$ cat src/rtl/ccff_pkg.sv
// Shared types and per-tile chain lengths for the configuration-chain loader.
package ccff_pkg;

  typedef enum logic [1:0] {
    IDLE,
    WAIT,
    SHIFT,
    DONE
  } ccff_ld_state_t;

  // 3x6 + 3x2 mux memory bits for connection blocks
  localparam int CBX_CHAIN_LEN = 24;
  localparam int CBY_CHAIN_LEN = 24;
  localparam int SB_CHAIN_LEN  = 32;

endpackage

$ cat src/rtl/ccff_piso.sv
// Parallel-in serial-out register; head_next is the bit the chain will see next cycle.
module ccff_piso #(
  parameter int WORD_W = 8
) (
  input  logic              prog_clk,
  input  logic              pReset,
  input  logic              load,
  input  logic              shift,
  input  logic [WORD_W-1:0] par_in,
  output logic              head_next
);

  logic [WORD_W-1:0] shreg_reg;
  logic [WORD_W-1:0] shreg_next;

  always_comb begin
    shreg_next = shreg_reg;
    if (load) begin
      shreg_next = par_in;
    end else if (shift) begin
      shreg_next = shreg_reg >> 1;
    end
  end

  always_ff @(posedge prog_clk or negedge pReset) begin
    if (!pReset) begin
      shreg_reg <= '0;
    end else begin
      shreg_reg <= shreg_next;
    end
  end

  assign head_next = shreg_next[0];

endmodule

$ cat src/rtl/ccff_bitstream_loader.sv
// Feeds bitstream words LSB-first into a configuration chain head, gating the chain
// clock for exactly CHAIN_LEN cycles per completed load.
module ccff_bitstream_loader
  import ccff_pkg::*;
#(
  parameter int WORD_W    = 8,
  parameter int CHAIN_LEN = CBX_CHAIN_LEN
) (
  input  logic              prog_clk,
  input  logic              pReset,
  input  logic              start,
  input  logic              abort,
  input  logic [WORD_W-1:0] cfg_data,
  input  logic              cfg_valid,
  output logic              cfg_ready,
  output logic              ccff_head,
  output logic              chain_en,
  output logic              busy,
  output logic              done,
  output logic              aborted
);

  localparam int CNT_W  = $clog2(CHAIN_LEN + 1);
  localparam int LEFT_W = $clog2(WORD_W + 1);
  localparam logic [CNT_W-1:0] LAST_CNT = CNT_W'(CHAIN_LEN);

  ccff_ld_state_t    state_reg, state_next;
  logic [CNT_W-1:0]  bit_cnt_reg, bit_cnt_next, cnt_inc, remaining;
  logic [LEFT_W-1:0] word_left_reg, word_left_next, left_init;
  logic cfg_ready_reg, cfg_ready_next;
  logic ccff_head_reg, ccff_head_next;
  logic chain_en_reg, chain_en_next;
  logic busy_reg, busy_next;
  logic done_reg, done_next;
  logic aborted_reg, aborted_next;
  logic piso_load, piso_shift, head_next;

  ccff_piso #(.WORD_W(WORD_W)) u_piso (
    .prog_clk (prog_clk),
    .pReset   (pReset),
    .load     (piso_load),
    .shift    (piso_shift),
    .par_in   (cfg_data),
    .head_next(head_next)
  );

  assign cnt_inc   = bit_cnt_reg + CNT_W'(1);
  assign remaining = LAST_CNT - bit_cnt_reg;
  // The last word may be only partly needed; its upper bits are never shifted.
  assign left_init = (int'(remaining) < WORD_W) ? LEFT_W'(remaining) : LEFT_W'(WORD_W);

  always_comb begin
    state_next     = state_reg;
    bit_cnt_next   = bit_cnt_reg;
    word_left_next = word_left_reg;
    aborted_next   = aborted_reg;
    piso_load      = 1'b0;
    piso_shift     = 1'b0;
    case (state_reg)
      IDLE: begin
        if (start && abort) begin
          aborted_next = 1'b1;
        end else if (start) begin
          state_next   = WAIT;
          bit_cnt_next = '0;
          aborted_next = 1'b0;
        end
      end
      WAIT: begin
        if (abort) begin
          state_next   = IDLE;
          aborted_next = 1'b1;
        end else if (cfg_valid && cfg_ready_reg) begin
          piso_load      = 1'b1;
          word_left_next = left_init;
          state_next     = SHIFT;
        end
      end
      SHIFT: begin
        if (abort) begin
          state_next   = IDLE;
          aborted_next = 1'b1;
        end else begin
          piso_shift     = 1'b1;
          bit_cnt_next   = cnt_inc;
          word_left_next = word_left_reg - LEFT_W'(1);
          if (cnt_inc == LAST_CNT) begin
            state_next = DONE;
          end else if (word_left_reg == LEFT_W'(1)) begin
            state_next = WAIT;
          end
        end
      end
      DONE: begin
        state_next = IDLE;
        if (abort) begin
          aborted_next = 1'b1;
        end
      end
      default: state_next = IDLE;
    endcase

    // Outputs are registered from the upcoming state so they line up with it.
    cfg_ready_next = (state_next == WAIT);
    chain_en_next  = (state_next == SHIFT);
    ccff_head_next = (state_next == SHIFT) && head_next;
    busy_next      = (state_next == WAIT) || (state_next == SHIFT);
    done_next      = (state_next == DONE);
  end

  always_ff @(posedge prog_clk or negedge pReset) begin
    if (!pReset) begin
      state_reg     <= IDLE;
      bit_cnt_reg   <= '0;
      word_left_reg <= '0;
      cfg_ready_reg <= 1'b0;
      ccff_head_reg <= 1'b0;
      chain_en_reg  <= 1'b0;
      busy_reg      <= 1'b0;
      done_reg      <= 1'b0;
      aborted_reg   <= 1'b0;
    end else begin
      state_reg     <= state_next;
      bit_cnt_reg   <= bit_cnt_next;
      word_left_reg <= word_left_next;
      cfg_ready_reg <= cfg_ready_next;
      ccff_head_reg <= ccff_head_next;
      chain_en_reg  <= chain_en_next;
      busy_reg      <= busy_next;
      done_reg      <= done_next;
      aborted_reg   <= aborted_next;
    end
  end

  assign cfg_ready = cfg_ready_reg;
  assign ccff_head = ccff_head_reg;
  assign chain_en  = chain_en_reg;
  assign busy      = busy_reg;
  assign done      = done_reg;
  assign aborted   = aborted_reg;

endmodule
$ cat config.mk
export PLATFORM = sky130hd
export DESIGN_NAME = ccff_bitstream_loader
export DESIGN_NICKNAME = d
export VERILOG_FILES = /design/src/rtl/ccff_pkg.sv /design/src/rtl/ccff_piso.sv /design/src/rtl/ccff_bitstream_loader.sv
export SDC_FILE = /design/constraint.sdc
export NUM_CORES = 1
export LEC_CHECK = 0
export ABC_CLOCK_PERIOD_IN_PS = 2500
export BUFFER_PORTS_ARGS = -buffer_cell sky130_fd_sc_hd__buf_2
export CAP_MARGIN = 20
export CORE_AREA = 2 2 51 72
export DETAILED_ROUTE_END_ITERATION = 10
export DIE_AREA = 0 0 53 74
export PLACE_DENSITY = 0.75
export SKIP_LAST_GASP = 1
export SLEW_MARGIN = 20
export SYNTH_ARGS = -nofsm -noshare
export SYNTH_HDL_FRONTEND = slang
export SYNTH_HIERARCHICAL = 1
export SYNTH_SLANG_ARGS = --single-unit
$ cat constraint.sdc
create_clock -name prog_clk -period 2.5 [get_ports prog_clk]
set_input_delay 0.25 -clock prog_clk [delete_from_list [all_inputs] [get_ports prog_clk]]
set_output_delay 0.25 -clock prog_clk [all_outputs]
set_load 0.02 [all_outputs]
==> results.txt <==
The later pin in the worst-skew pair is clocked with a latency of 260 ps. Across the run, the number of max-cap violations was 0. Counting every net in the synthesized netlist gives 168. Measured in cells, the most critical reg-to-reg path has a length of 6. The fraction of registers with async set/reset is 1.00.

The cell count of the worst hold path was 3; the sink count of the clock tree was 25. By instance count, the leading cell after synthesis is sky130_fd_sc_hd__dfrtp_1. The register bit count reported by yosys is 25. The run gives 1440 um^2 as the post-synthesis instance area.

The count of nets left with antenna violations once routing finished came out at 0. The fraction of layout cells with a size suffix above 1 is 0.195, and the initial antenna violation count is 0. Dividing the detail-routed via count by the number of cells gives 5.49.

Counting I/O delays and the setup requirement, the final critical path takes 1990 ps. Wires add up to 2920 um. For this design the static power due to leakage is 0.000683 uW. The tree is rooted in a sky130_fd_sc_hd__clkbuf_8. The run gives 0 ps as the final sum of negative setup slack. Endpoint of the lowest-slack register-to-register path: ccff_head. The largest fanout on the critical path is 11. Power spread over the standard cell area amounts to 623 nW/um^2. The startpoint of the worst hold path is cfg_data[5]. The HPWL after detailed placement is 2190 um. For the slack of the worst reg-to-reg path, the log shows 510 ps. The area of all placed cells without fillers was 1590 um^2; the count of port buffers added during placement was 18.

No sink is reached through more buffers than the 2 on the longest clock path. The via count of the first global-routing pass is 1129, and the wire length per cell is 14.3 um. Entering global routing, the biggest net connects 26 pins. STA classifies the critical path startpoint as a flop.

During I/O placement, the number of pins put on the boundary was 19. In the final layout, the multi-input gates occupy 727 um^2. Summed over all instances, the cell type with the most area after synthesis is sky130_fd_sc_hd__dfrtp_1. The logs give 0 for the number of pins exceeding their max-slew limit in the final report and 186 for the net count reported at finish. The die extent in y came out at 74 um.

Setup repair after global routing left no endpoint under its margin. The register with the most flip-flops in the layout has 8 of them. OpenSTA, run right after detailed placement, puts the worst setup slack at 527 ps. The congestion estimate from routability-driven global placement came to 0.874. The number of different library cells in the post-synthesis netlist came out at 43.

The critical path starts at bit_cnt_reg[0]. The placeable core region was 3280 um^2. The logs give 3 for the TritonCTS buffer count and 0 for the number of antenna cells inserted. Clock-pin slew of the registers on the worst-case setup and hold paths: 80 ps.

The slew at the pin closest to its max-slew limit works out to 555 ps. Yosys printed 6 warnings. The layout has 309 filler cells. In this run the cell area measured after placement is 1530 um^2. The remaining max-slew budget at the tightest pin is 0.630, and the number of synthesized flops with an enable pin is 0. The final worst clock skew came out at 2.60 ps. The worst setup path is of the flop to flop kind. Summing internal, switching and leakage power gives 988 uW. The H-tree level count was 1.

The first-pass GRT wire length is 4770 um, and the violation count after the first detailed-routing iteration is 29. The number of remaining DRC errors is 0. The relative area change from synthesis to final layout works out to 10.4%. For the required time at the worst-slack endpoint, the log shows 2660 ps.

Ranked by instance count, the synthesized netlist is headed by 25 x sky130_fd_sc_hd__dfrtp_1, 19 x sky130_fd_sc_hd__nand2_1, 10 x sky130_fd_sc_hd__o21ai_1. The portion of synthesized cell area occupied by the leading cell type was 0.436. The tools report the starting density of the core as 0.437. The die covers 3920 um^2. The run finished with clean final reports.

In this run the worst hold path is classified as input port to flop. The data arrival at the endpoint of the critical path is 2160 ps, and the global router's overall resource usage is 0.165. Among all flip-flop cells after synthesis, the most frequent one is sky130_fd_sc_hd__dfrtp_1. TritonCTS built the clock tree.

The sequential cell area fraction in the yosys report is 0.436. The synthesized area per cell is 9.77 um^2, and the number of vias in the routed layout is 1119. The endpoint of the worst hold-timing path was u_piso/shreg_reg[5]. The worst-case vdd ir drop was 285 uV. The tools report the nature of the critical path endpoint as a flop.

The total congestion overflow came out at 0. Share of the clock period used by the worst path after layout: 0.798. The storage element area was 626 um^2. By area the synthesized netlist is led by sky130_fd_sc_hd__dfrtp_1 44%, sky130_fd_sc_hd__ha_1 7.0%, sky130_fd_sc_hd__nand2_1 5.0%, sky130_fd_sc_hd__mux2i_1 4.9%, sky130_fd_sc_hd__o21ai_1 3.5%. The row count was 25; the horizontal die dimension was 53 um. Setup violations remaining at the end of the flow were counted as 0. The startpoint identified for the worst register-to-register timing path is bit_cnt_reg[0]. The first TritonRoute pass finished after 4 iterations. Maximum clock rate: 0.501 GHz. The tools report the slack of the critical path as 506 ps. The logs give 0 for the final count of hold timing violations and 147 for the post-synthesis instance total.
-- critical path, stage by stage, from the launching register on --
cell and delay, ps:
sky130_fd_sc_hd__dfrtp_1 490, sky130_fd_sc_hd__ha_1 310, sky130_fd_sc_hd__nand4b_1 210, sky130_fd_sc_hd__o22a_1 220, sky130_fd_sc_hd__a311o_1 320, sky130_fd_sc_hd__ha_1 210, sky130_fd_sc_hd__and2_1 130
-- per-stage QoR --
step	instances	hold slack, ps	util
2_1_floorplan	147	-45.6	-
3_3_place_gp	199	261	0.466
3_5_place_dp	199	273	0.466
4_1_cts	204	187	0.483
5_1_grt	204	208	0.483
6_report	204	196	0.483
-- cells in the final DEF (no fill, tap or decap), drive strengths merged, types with 2 or more instances in the layout --
cell / count
dfrtp: 25
nand2: 19
buf: 19
o21ai: 16
nor2: 9
ha: 8
inv: 8
mux2i: 7
a21oi: 7
nand3: 4
clkbuf: 4
a31oi: 3
o22ai: 3
nand2b: 3
nor2b: 2
nand4b: 2
xor2: 2
mux2: 2
-- where the power goes --
group	switching, uW	internal (uW)
logic	104	93.8
registers	66.3	487
clock network	122	114
total	293	695
-- cell families after synthesis --
| group | share of synthesized area |
|---|---|
| and+or+nand+nor | 0.191 |
| AOI/OAI and AO/OA | 0.163 |
| DFF | 0.436 |
| buffers and inverters | 0.0584 |
| muxes | 0.0645 |
| adders and majority gates | 0.0697 |
| xor gates and xnor gates | 0.0183 |
-- worst max-delay path by stage --
stage / to / slack, ps / cells after the start
finish: ccff_head / 510 / 6
global route: cfg_ready / 360 / 5
CTS: ccff_head / 510 / 6
detailed placement: ccff_head / 530 / 6
global placement: ccff_head / 570 / 6
floorplan: ccff_head / 680 / 6
-- routing by layer --
metal / routed length, um / vias to the layer above / track usage
met4: 58 / 0 / 0.0883
li1: - / 552 / -
met1: 1200 / 535 / 0.181
met5: 0 / - / 0
met2: 1510 / 26 / 0.300
met3: 147 / 6 / 0.0241
-- cell type report --
type                    count  share of cell area
repair buffers             20              0.0679
well taps                  40              0.0316
inverters                   8              0.0189
flip-flops and latches     25               0.395
clock buffers               4              0.0284
multi-input cells         107               0.459
-- timing repair --
action,CTS,global route
setup buffers,0,0
hold buffers,1,0
hold endpoints to repair,25,0
gates resized for setup,0,0
Note: power is estimated with default switching activity, not from simulation.
